## config.mk

```make
export PLATFORM = sky130hd
export DESIGN_NAME = video_timing_gen
export DESIGN_NICKNAME = d
export VERILOG_FILES = /design/src/rtl/video_timing_pkg.sv /design/src/rtl/pix_delay_line.sv /design/src/rtl/video_timing_gen.sv
export SDC_FILE = /design/constraint.sdc
export NUM_CORES = 1
export LEC_CHECK = 0
export CAP_MARGIN = 20
export CORE_MARGIN = 2
export CORE_UTILIZATION = 55
export DETAILED_ROUTE_END_ITERATION = 6
export HOLD_SLACK_MARGIN = 0.03
export PLACE_DENSITY = 0.8
export SLEW_MARGIN = 20
export SYNTH_ARGS = -nofsm -noshare
export SYNTH_HDL_FRONTEND = slang
export SYNTH_SLANG_ARGS = --single-unit
```

## constraint.sdc

```tcl
create_clock -name clk -period 3 [get_ports clk]
set_input_delay 0.45 -clock clk [delete_from_list [all_inputs] [get_ports clk]]
set_output_delay 0.45 -clock clk [all_outputs]
set_load 0.1 [all_outputs]
```

## src/rtl/video_timing_pkg.sv

```systemverilog
// Shared mode presets, sync polarity constants and sizing helper for the raster timing generator.
// Constants only; no latency or flow control applies.
package video_timing_pkg;

  localparam bit SYNC_ACTIVE_LOW  = 1'b0;
  localparam bit SYNC_ACTIVE_HIGH = 1'b1;

  // 640x480 @ 60 Hz, 25.175 MHz pixel clock
  localparam int VGA640_H_DISPLAY = 640;
  localparam int VGA640_H_FRONT   = 16;
  localparam int VGA640_H_SYNC    = 96;
  localparam int VGA640_H_BACK    = 48;
  localparam int VGA640_V_DISPLAY = 480;
  localparam int VGA640_V_FRONT   = 10;
  localparam int VGA640_V_SYNC    = 2;
  localparam int VGA640_V_BACK    = 33;
  localparam bit VGA640_HSYNC_POL = SYNC_ACTIVE_LOW;
  localparam bit VGA640_VSYNC_POL = SYNC_ACTIVE_LOW;

  // 800x600 @ 60 Hz, 40 MHz pixel clock
  localparam int SVGA800_H_DISPLAY = 800;
  localparam int SVGA800_H_FRONT   = 40;
  localparam int SVGA800_H_SYNC    = 128;
  localparam int SVGA800_H_BACK    = 88;
  localparam int SVGA800_V_DISPLAY = 600;
  localparam int SVGA800_V_FRONT   = 1;
  localparam int SVGA800_V_SYNC    = 4;
  localparam int SVGA800_V_BACK    = 23;
  localparam bit SVGA800_HSYNC_POL = SYNC_ACTIVE_HIGH;
  localparam bit SVGA800_VSYNC_POL = SYNC_ACTIVE_HIGH;

  // Bits needed to address every framebuffer pixel after 2^shift x 2^shift replication.
  function automatic int addr_bits(int h_disp, int v_disp, int shift);
    return $clog2((h_disp * v_disp) >> (2 * shift));
  endfunction

endpackage

```

## src/rtl/pix_delay_line.sv

```systemverilog
// WIDTH x DEPTH shift register that advances only when en is high.
// Latency DEPTH en ticks; holds its contents while en is low.
module pix_delay_line #(
  parameter int WIDTH = 3,
  parameter int DEPTH = 2,
  parameter logic [WIDTH-1:0] RST_VAL = '0
) (
  input  logic             clk,
  input  logic             reset,
  input  logic             en,
  input  logic [WIDTH-1:0] din,
  output logic [WIDTH-1:0] dout
);

  logic [WIDTH-1:0] stages [DEPTH];

  always_ff @(posedge clk) begin
    if (reset) begin
      for (int i = 0; i < DEPTH; i++) stages[i] <= RST_VAL;
    end else if (en) begin
      stages[0] <= din;
      for (int i = 1; i < DEPTH; i++) stages[i] <= stages[i-1];
    end
  end

  assign dout = stages[DEPTH-1];

endmodule

```

## src/rtl/video_timing_gen.sv

```systemverilog
// Raster timing generator: fetch position/address now, display_on/hsync/vsync ADDR_LAT pix_en ticks later.
// No backpressure; everything advances on pix_en and holds otherwise.
module video_timing_gen
  import video_timing_pkg::*;
#(
  parameter int H_DISPLAY   = VGA640_H_DISPLAY,
  parameter int H_FRONT     = VGA640_H_FRONT,
  parameter int H_SYNC      = VGA640_H_SYNC,
  parameter int H_BACK      = VGA640_H_BACK,
  parameter int V_DISPLAY   = VGA640_V_DISPLAY,
  parameter int V_FRONT     = VGA640_V_FRONT,
  parameter int V_SYNC      = VGA640_V_SYNC,
  parameter int V_BACK      = VGA640_V_BACK,
  parameter bit HSYNC_POL   = VGA640_HSYNC_POL,
  parameter bit VSYNC_POL   = VGA640_VSYNC_POL,
  parameter int ADDR_LAT    = 2,
  parameter int SCALE_SHIFT = 0,
  parameter int CNT_W       = 11,
  parameter int ADDR_W      = 19
) (
  input  logic              clk,
  input  logic              reset,
  input  logic              pix_en,
  output logic              hsync,
  output logic              vsync,
  output logic              display_on,
  output logic [ADDR_W-1:0] display_addr,
  output logic [CNT_W-1:0]  hpos,
  output logic [CNT_W-1:0]  vpos,
  output logic              line_start,
  output logic              frame_start
);

  localparam int H_TOTAL = H_DISPLAY + H_FRONT + H_SYNC + H_BACK;
  localparam int V_TOTAL = V_DISPLAY + V_FRONT + V_SYNC + V_BACK;

  localparam logic [CNT_W-1:0] H_LAST     = CNT_W'(H_TOTAL - 1);
  localparam logic [CNT_W-1:0] V_LAST     = CNT_W'(V_TOTAL - 1);
  localparam logic [CNT_W-1:0] H_ACT      = CNT_W'(H_DISPLAY);
  localparam logic [CNT_W-1:0] V_ACT      = CNT_W'(V_DISPLAY);
  localparam logic [CNT_W-1:0] H_ACT_LAST = CNT_W'(H_DISPLAY - 1);
  localparam logic [CNT_W-1:0] V_ACT_LAST = CNT_W'(V_DISPLAY - 1);
  localparam logic [CNT_W-1:0] HS_BEG     = CNT_W'(H_DISPLAY + H_FRONT);
  localparam logic [CNT_W-1:0] HS_END     = CNT_W'(H_DISPLAY + H_FRONT + H_SYNC);
  localparam logic [CNT_W-1:0] VS_BEG     = CNT_W'(V_DISPLAY + V_FRONT);
  localparam logic [CNT_W-1:0] VS_END     = CNT_W'(V_DISPLAY + V_FRONT + V_SYNC);
  localparam logic [CNT_W-1:0] S_MASK     = CNT_W'((1 << SCALE_SHIFT) - 1);
  localparam logic [ADDR_W-1:0] ROW_STRIDE = ADDR_W'(H_DISPLAY >> SCALE_SHIFT);

  if (ADDR_LAT < 1 || ADDR_LAT > 8) begin : g_bad_lat
    $error("video_timing_gen: ADDR_LAT must lie in 1..8");
  end
  if ((H_DISPLAY % (1 << SCALE_SHIFT)) != 0 || (V_DISPLAY % (1 << SCALE_SHIFT)) != 0) begin : g_bad_scale
    $error("video_timing_gen: display size not a multiple of 2^SCALE_SHIFT");
  end
  if (H_TOTAL >= (1 << CNT_W) || V_TOTAL >= (1 << CNT_W)) begin : g_bad_cnt
    $error("video_timing_gen: totals do not fit in CNT_W bits");
  end
  if (addr_bits(H_DISPLAY, V_DISPLAY, SCALE_SHIFT) > ADDR_W) begin : g_bad_addr
    $error("video_timing_gen: framebuffer does not fit in ADDR_W bits");
  end

  logic              h_wrap, v_wrap, in_rows;
  logic [ADDR_W-1:0] row_base, rb_next;
  logic [2:0]        vis_now, vis_out;

  assign h_wrap  = (hpos == H_LAST);
  assign v_wrap  = (vpos == V_LAST);
  assign in_rows = (vpos < V_ACT);

  // First address of the next active line; zero once the last active row is done.
  always_comb begin
    rb_next = row_base;
    if (vpos >= V_ACT_LAST) rb_next = '0;
    else if ((vpos & S_MASK) == S_MASK) rb_next = row_base + ROW_STRIDE;
  end

  always_ff @(posedge clk) begin
    if (reset) begin
      hpos         <= '0;
      vpos         <= '0;
      row_base     <= '0;
      display_addr <= '0;
      line_start   <= 1'b0;
      frame_start  <= 1'b0;
    end else begin
      line_start  <= 1'b0;
      frame_start <= 1'b0;
      if (pix_en) begin
        line_start  <= h_wrap;
        frame_start <= h_wrap & v_wrap;
        if (h_wrap) begin
          hpos         <= '0;
          vpos         <= v_wrap ? '0 : vpos + 1'b1;
          row_base     <= rb_next;
          display_addr <= rb_next;
        end else begin
          hpos <= hpos + 1'b1;
          // Preload at end of line so blanking shows the next pixel to be fetched.
          if (in_rows && hpos == H_ACT_LAST)
            display_addr <= rb_next;
          else if (in_rows && hpos < H_ACT_LAST && (hpos & S_MASK) == S_MASK)
            display_addr <= display_addr + 1'b1;
        end
      end
    end
  end

  assign vis_now = {(hpos < H_ACT) && in_rows,
                    (hpos >= HS_BEG && hpos < HS_END) ? HSYNC_POL : ~HSYNC_POL,
                    (vpos >= VS_BEG && vpos < VS_END) ? VSYNC_POL : ~VSYNC_POL};

  pix_delay_line #(
    .WIDTH  (3),
    .DEPTH  (ADDR_LAT),
    .RST_VAL({1'b0, ~HSYNC_POL, ~VSYNC_POL})
  ) u_dly (
    .clk  (clk),
    .reset(reset),
    .en   (pix_en),
    .din  (vis_now),
    .dout (vis_out)
  );

  assign {display_on, hsync, vsync} = vis_out;

endmodule

```

==> metrics, run 1 <==
status finished, final reports clean; clock transition at the registers of the reported paths 0.07 ns; CTS H-Tree Depth 3; CP max-delay cell nand4b_1; hold crit path type reg2reg; min cycle time layout 2.529 ns; Hold Buf Count CTS 0; TritonRoute pass-1 iters 5; Initial Utilization 0.5776; die height 86.13 µm; Netlist cell types 62; Hold Vio Cnt, Final 0; sequential cell area fraction in the yosys report 0.3831; first-pass GRT wire length 17.60 mm; post-route setup slack 0.4710 ns; Buf/Inv on CP 0; WP data arrival 2.75 ns; vias in the first global route 3542; layout cells sized above 1 0.1644; Finished Core Util 0.6807; DRC viols 0; async set-reset flop share out of synthesis 0; Worst Path Max Fanout 13; Crit path max-delay family simple AND/OR/NAND/NOR gates; setup violators final 0; critical path class reg2reg; number of nets in the layout 509; Syn Nets 464; 1st-iter DRT viols 433; Post-CTS Repair Setup Buffers 0; die area 0.007418 mm²; Max VDD drop 0.2886 mV; Ys Warns 0; clk buf depth 2; clk_skew 0.009026 ns; initial antenna violation count 0; via count 3904; Placed Instances 567; PortBufs 48; Pleak 1.515 nW; routed length per instance 18.64 µm; final max-slew violation count 0; Skew-Pair Late Insertion Delay 0.34 ns; Worst Tran Pin Value 0.8588 ns; TritonCTS clock tree yes; number of fillers in the final layout 560; Primary FF master, synth dfxtp_1; pin count of the biggest net entering global routing 32; Max-Cap Viols 0; Core Box Area 0.006422 mm²; CP most frequent cell nor2_1; placer congestion estimate 0.8853; Clock Tree Root clkbuf_8; CTS Buf Count 9; Crit path largest cell delay 0.65 ns; total wire length 10.85 mm; All-Layer GR Usage 0.2965; cells after synthesis 456; Slew HR 0.4275; synthesis-stage register bit count 68; Synth Area per Inst 8.136 µm²; P per Cell Area 417.9 mW/mm²; Place WS 0.5450 ns; gr ovfl total 0; area grow syn2layout 17.84%; Antenna Nets Post-Route 0; final setup TNS 0 ns; RSZ-0062 raised after global routing false; post-CTS sizing 0; crit-path cells nor2_1 > nand4b_1 > nor2_1 > a211oi_1 > a2111oi_0; routed vias/inst 6.708; Setup crit start kind flop; diode count 0; Post-Syn Area 0.003710 mm²; Core Rows 29; CP required 3.22 ns; number of synthesized flops with an enable pin 6; Setup crit end kind flop; Die Wd 86.13 µm; IO Pins 49; crit share post-route 0.8430; non-filler cells, final 582; FMAX 0.3954 GHz; Post-DP HPWL 7.453 mm; clock sinks 68
registers in the layout (all words and copies together) (netlist names):
| name | flops |
|---|---|
| display_addr | 19 |
| row_base | 19 |
| hpos | 11 |
| vpos | 11 |
| u_dly.stages | 6 |
| frame_start | 1 |
| line_start | 1 |
area by class of cell:
type	count	area (µm²)	area share
Tap cell	77	96.34	0.02204
Sequential cell	68	1421	0.3251
Multi-Input combinational cell	348	2142	0.4900
Clock buffer	11	152.6	0.03492
Clock inverter	4	47.55	0.01088
Inverter	13	48.80	0.01116
Timing Repair Buffer	61	462.9	0.1059
cell usage in the layout, fill, tap and decap left out, drive strengths merged, types with 3 or more instances in the layout:
cell type,count
a211oi,4
nor3,20
a31oi,5
inv,12
and3,6
o31ai,9
edfxtp,6
nand3b,4
or3,8
ha,5
a221oi,4
a32o,6
clkinv,3
nand4,24
nand3,17
nor2,50
and2,7
nor4,14
xnor2,10
clkbuf,11
or4,6
buf,59
a21oi,29
a21o,3
a2111oi,4
dfxtp,62
and4,3
nand2,35
mux2i,3
o21ai,23
xor2,13
power by group:
part	total [mW]	internal, mW	switching [mW]
sequential	0.930	0.923	0.00679
clock	0.782	0.428	0.355
combinational	0.114	0.0241	0.0903
total	1.83	1.37	0.452
cells in the mapped netlist (all sizes together), types with 2 or more instances:
master	number	area, µm²
dfxtp	62	1241
nor2	50	190.2
nand2	35	131.4
a21oi	29	145.1
nand4	24	150.1
o21ai	23	115.1
nor3	20	100.1
clkbuf	19	71.32
nand3	17	85.08
nor4	14	93.84
xor2	13	113.9
inv	12	45.04
xnor2	10	87.58
o31ai	9	67.56
buf	8	37.54
or3	8	50.05
and2	7	43.79
a32o	6	60.06
and3	6	37.54
edfxtp	6	180.2
or4	6	48.80
a31oi	5	31.28
ha	5	62.56
a2111oi	4	35.03
a211oi	4	30.03
a221oi	4	35.03
nand3b	4	30.03
a21o	3	22.52
and4	3	26.28
mux2i	3	30.03
a211o	2	17.52
and3b	2	17.52
and4b	2	20.02
nand2b	2	12.51
nand4b	2	17.52
o2111ai	2	17.52
o211ai	2	15.01
o2bb2ai	2	17.52
o32ai	2	17.52
or2	2	12.51
per-layer routing:
metal | routed length, µm | part of all wire | GRT usage | vias up
li1 | - | - | - | 1799
met1 | 4676 | 0.43 | 0.4052 | 1851
met2 | 5009 | 0.46 | 0.4700 | 215
met3 | 833 | 0.077 | 0.05390 | 39
met4 | 325 | 0.030 | 0.1025 | 0
met5 | 0 | 0 | 0 | -
logic make-up (layout without fill, tap and decap cells):
kind of cell,after synthesis,after routing,share of synthesized area
AOI/OAI and AO/OA,109,109,0.1963
xor gates and xnor gates,23,23,0.05430
adders and majority gates,5,5,0.01686
buffers and inverters,40,89,0.04250
DFF,68,68,0.3831
muxes,3,3,0.008095
and+or+nand+nor,208,208,0.2988
metrics by stage:
step	area (µm²)	hold WS [ns]	total power, mW
2_1_floorplan	3710	0.4215	1.032
3_3_place_gp	4172	0.4355	1.062
3_5_place_dp	4172	0.4410	1.064
4_1_cts	4372	0.4623	1.826
5_1_grt	4372	0.4883	1.881
6_report	4372	0.4638	1.827
final timing paths:
kind | from | to | slack [ns] | cells past startpoint
setup / recovery | vpos[10]$_SDFFE_PP0P_ | display_addr[2]$_SDFFE_PP0P_ | 0.47 | 5
hold / removal | row_base[1]$_SDFFE_PP0P_ | row_base[1]$_SDFFE_PP0P_ | 0.46 | 1
setup reg to reg | vpos[10]$_SDFFE_PP0P_ | display_addr[2]$_SDFFE_PP0P_ | 0.47 | 5
hold reg to reg | row_base[1]$_SDFFE_PP0P_ | row_base[1]$_SDFFE_PP0P_ | 0.46 | 1
worst reg2reg max path: cells and delay by family, from the launching register on:
| kind | cells | cell delay (ns) |
|---|---|---|
| AO/OA/AOI/OAI | 2 | 0.52 |
| flip-flops | 1 | 0.35 |
| AND/OR/NAND/NOR | 3 | 1.54 |
No activity file was read; power rests on OpenSTA's default activity.
==> run 2: changes to the inputs <==
--- a/config.mk
+++ b/config.mk
@@ -7,10 +7,10 @@
 export LEC_CHECK = 0
 export CAP_MARGIN = 20
 export CORE_MARGIN = 2
-export CORE_UTILIZATION = 55
+export CORE_UTILIZATION = 50
 export DETAILED_ROUTE_END_ITERATION = 6
 export HOLD_SLACK_MARGIN = 0.03
-export PLACE_DENSITY = 0.8
+export PLACE_DENSITY = 0.76
 export SLEW_MARGIN = 20
 export SYNTH_ARGS = -nofsm -noshare
 export SYNTH_HDL_FRONTEND = slang
==> constraint.sdc (replaced) <==
create_clock -name clk -period 2.3 [get_ports clk]
set_input_delay 0.345 -clock clk [delete_from_list [all_inputs] [get_ports clk]]
set_output_delay 0.345 -clock clk [all_outputs]
set_load 0.1 [all_outputs]
==> run 2 against run 1 <==
  * Clock-buffer cell count grew 1
  * Worst hold slack lost 0.0037 ns
  * Register-to-register slack lost 0.28 ns
  * Critical path type unchanged
  * Utilization shrank 4.5 points
  * First-iteration DRC count shrank 22%
  * Global-route usage shrank 3.2 points
  * Largest power group unchanged
  * Non-clock buffer count grew 18
  * Sequential share of layout area shrank 0.50 points
  * Clock skew grew 0.0023 ns
  * Design area grew 5.0%
  * Die area grew 9.5%
  * Flip-flop and latch count is the same
==> metrics, run 2 (same netlist as run 1, synthesis figures left out) <==
post-route setup slack 0.1945 ns (was 0.4710 ns); TritonCTS clock tree yes (unchanged); Worst R2R Start hpos[0]$_SDFFE_PP0P_ (was vpos[10]$_SDFFE_PP0P_); PortBufs 48 (unchanged); final setup TNS 0 ns (unchanged); Hold Buf Count CTS 0 (unchanged); Place WS 0.1662 ns (was 0.5450 ns); number of nets in the layout 527 (was 509); Worst Tran Pin Value 0.5075 ns (was 0.8588 ns); IO Pins 49 (unchanged); DRC viols 0 (unchanged); vias in the first global route 3547 (was 3542); area grow syn2layout 23.68% (was 17.84%); Initial Utilization 0.5142 (was 0.5776); post-CTS sizing 0 (unchanged); CTS Buf Count 9 (unchanged); Slew HR 0.6529 (was 0.4275); clk buf depth 2 (unchanged); CP required 2.55 ns (was 3.22 ns); end of the worst hold path row_base[1]$_SDFFE_PP0P_ (unchanged); Setup crit end kind flop (unchanged); total wire length 10.68 mm (was 10.85 mm); Post-DP HPWL 7.550 mm (was 7.453 mm); placer congestion estimate 0.9275 (was 0.8853); Clock Tree Root clkbuf_8 (unchanged); beginning of the worst hold path row_base[1]$_SDFFE_PP0P_ (unchanged); TritonRoute pass-1 iters 5 (unchanged); clock transition at the registers of the reported paths 0.08 ns (was 0.07 ns); critical path class reg2reg (unchanged); Pleak 1.615 nW (was 1.515 nW); Setup crit start kind flop (unchanged); FMAX 0.4749 GHz (was 0.3954 GHz); setup violators final 0 (unchanged); pin count of the biggest net entering global routing 32 (unchanged); initial antenna violation count 0 (unchanged); routed vias/inst 6.199 (was 6.708); via count 3862 (was 3904); routed length per instance 17.15 µm (was 18.64 µm); RSZ-0062 raised after global routing false (unchanged); Power Total 2.362 mW (was 1.827 mW); P per Cell Area 514.8 mW/mm² (was 417.9 mW/mm²); min cycle time layout 2.106 ns (was 2.529 ns); diode count 0 (unchanged); die height 90.14 µm (was 86.13 µm); Max VDD drop 0.3133 mV (was 0.2886 mV); clk_skew 0.01131 ns (was 0.009026 ns); status finished, final reports clean (unchanged); Hold Vio Cnt, Final 0 (unchanged); Antenna Nets Post-Route 0 (unchanged); layout cells sized above 1 0.2500 (was 0.1644); die area 0.008124 mm² (was 0.007418 mm²); crit share post-route 0.9155 (was 0.8430); first-pass GRT wire length 17.60 mm (about the same); Skew-Pair Late Insertion Delay 0.35 ns (was 0.34 ns); number of fillers in the final layout 640 (was 560); most frequent cells in the layout buf_4 (76), nor2_1 (49), nand2_1 (35) (was dfxtp_1 (62), buf_4 (59), nor2_1 (49)); Core Rows 31 (was 29); hold path cells 1 (unchanged); All-Layer GR Usage 0.2645 (was 0.2965); Post-CTS Repair Setup Buffers 0 (unchanged); WP data arrival 2.35 ns (was 2.75 ns); most common library cell in the layout ignoring fill and taps buf_4 (was dfxtp_1); Max-Cap Viols 0 (unchanged); clock sinks 68 (unchanged); Finished Core Util 0.6360 (was 0.6807); gr ovfl total 0 (unchanged); RR Endpoint display_addr[16]$_SDFFE_PP0P_ (was display_addr[2]$_SDFFE_PP0P_); Core Box Area 0.007214 mm² (was 0.006422 mm²); 1st-iter DRT viols 336 (was 433); CTS H-Tree Depth 3 (unchanged); hold crit path type reg2reg (unchanged); reg2reg setup slack 0.19 ns (was 0.47 ns); biggest regs display_addr x19, row_base x19 (unchanged); Worst Path Max Fanout 6 (was 13); final max-slew violation count 0 (unchanged); Die Wd 90.14 µm (was 86.13 µm); R2R depth 7 (was 5)
-- run 2: changes by cell type in the layout (fill, tap and decap cells not counted), sizes merged --
cell,delta
buf,+18
clkbuf,+1
clkinv,-1
inv,+1
-- run 2: stage by stage --
stage | hold slack (ns) | instances | instance area [µm²]
after floorplan | 0.4215 | 456 | 3757
final | 0.4601 | 623 | 4588
after global placement | 0.4414 | 607 | 4394
after CTS | 0.4630 | 623 | 4588
after detailed placement | 0.4433 | 607 | 4394
after global routing | 0.4736 | 623 | 4588
-- run 2: worst max-delay path by stage --
stage                             startpoint                       endpoint  slack (ns)  depth (start not counted)
global placement                      pix_en      row_base[11]$_SDFFE_PP0P_        0.21                          7
finish                  hpos[0]$_SDFFE_PP0P_  display_addr[16]$_SDFFE_PP0P_        0.19                          7
global route        row_base[7]$_SDFFE_PP0P_  display_addr[17]$_SDFFE_PP0P_        0.02                          7
detailed placement                    pix_en           vpos[9]$_SDFFE_PP0P_        0.17                          7
floorplan              hpos[10]$_SDFFE_PP0P_   display_addr[7]$_SDFFE_PP0P_       0.001                          6
CTS                 row_base[7]$_SDFFE_PP0P_  display_addr[17]$_SDFFE_PP0P_        0.22                          7
-- run 2: critical path, cell delays in order (launching register included) --
cell and delay [ns]:
dfxtp_2 0.40, ha_1 0.26, and3b_1 0.24, nand2_1 0.21
buf_4 0.23, o2111ai_1 0.26, o21ai_1 0.10, a221oi_1 0.30
-- run 2: metal layers --
metal	GRT usage	part of all wire	wire, µm
met4	0.1038	0.021	229
met3	0.04275	0.076	813
met2	0.4142	0.47	4977
met1	0.3658	0.44	4662
met5	0	0	0
-- run 2: where the power goes --
group	internal, mW	switching [mW]
sequential	1.20	0.00942
combinational	0.0361	0.118
clock	0.530	0.468
total	1.77	0.595
-- run 2: cell type report --
type,instances,area (µm²),area share
multi-input cells,348,2142,0.4669
flip-flops and latches,68,1469,0.3202
repair buffers,79,610.6,0.1331
clock buffers,12,145.1,0.03163
well taps,99,123.9,0.02700
clock inverters,4,48.80,0.01064
inverters,13,48.80,0.01064
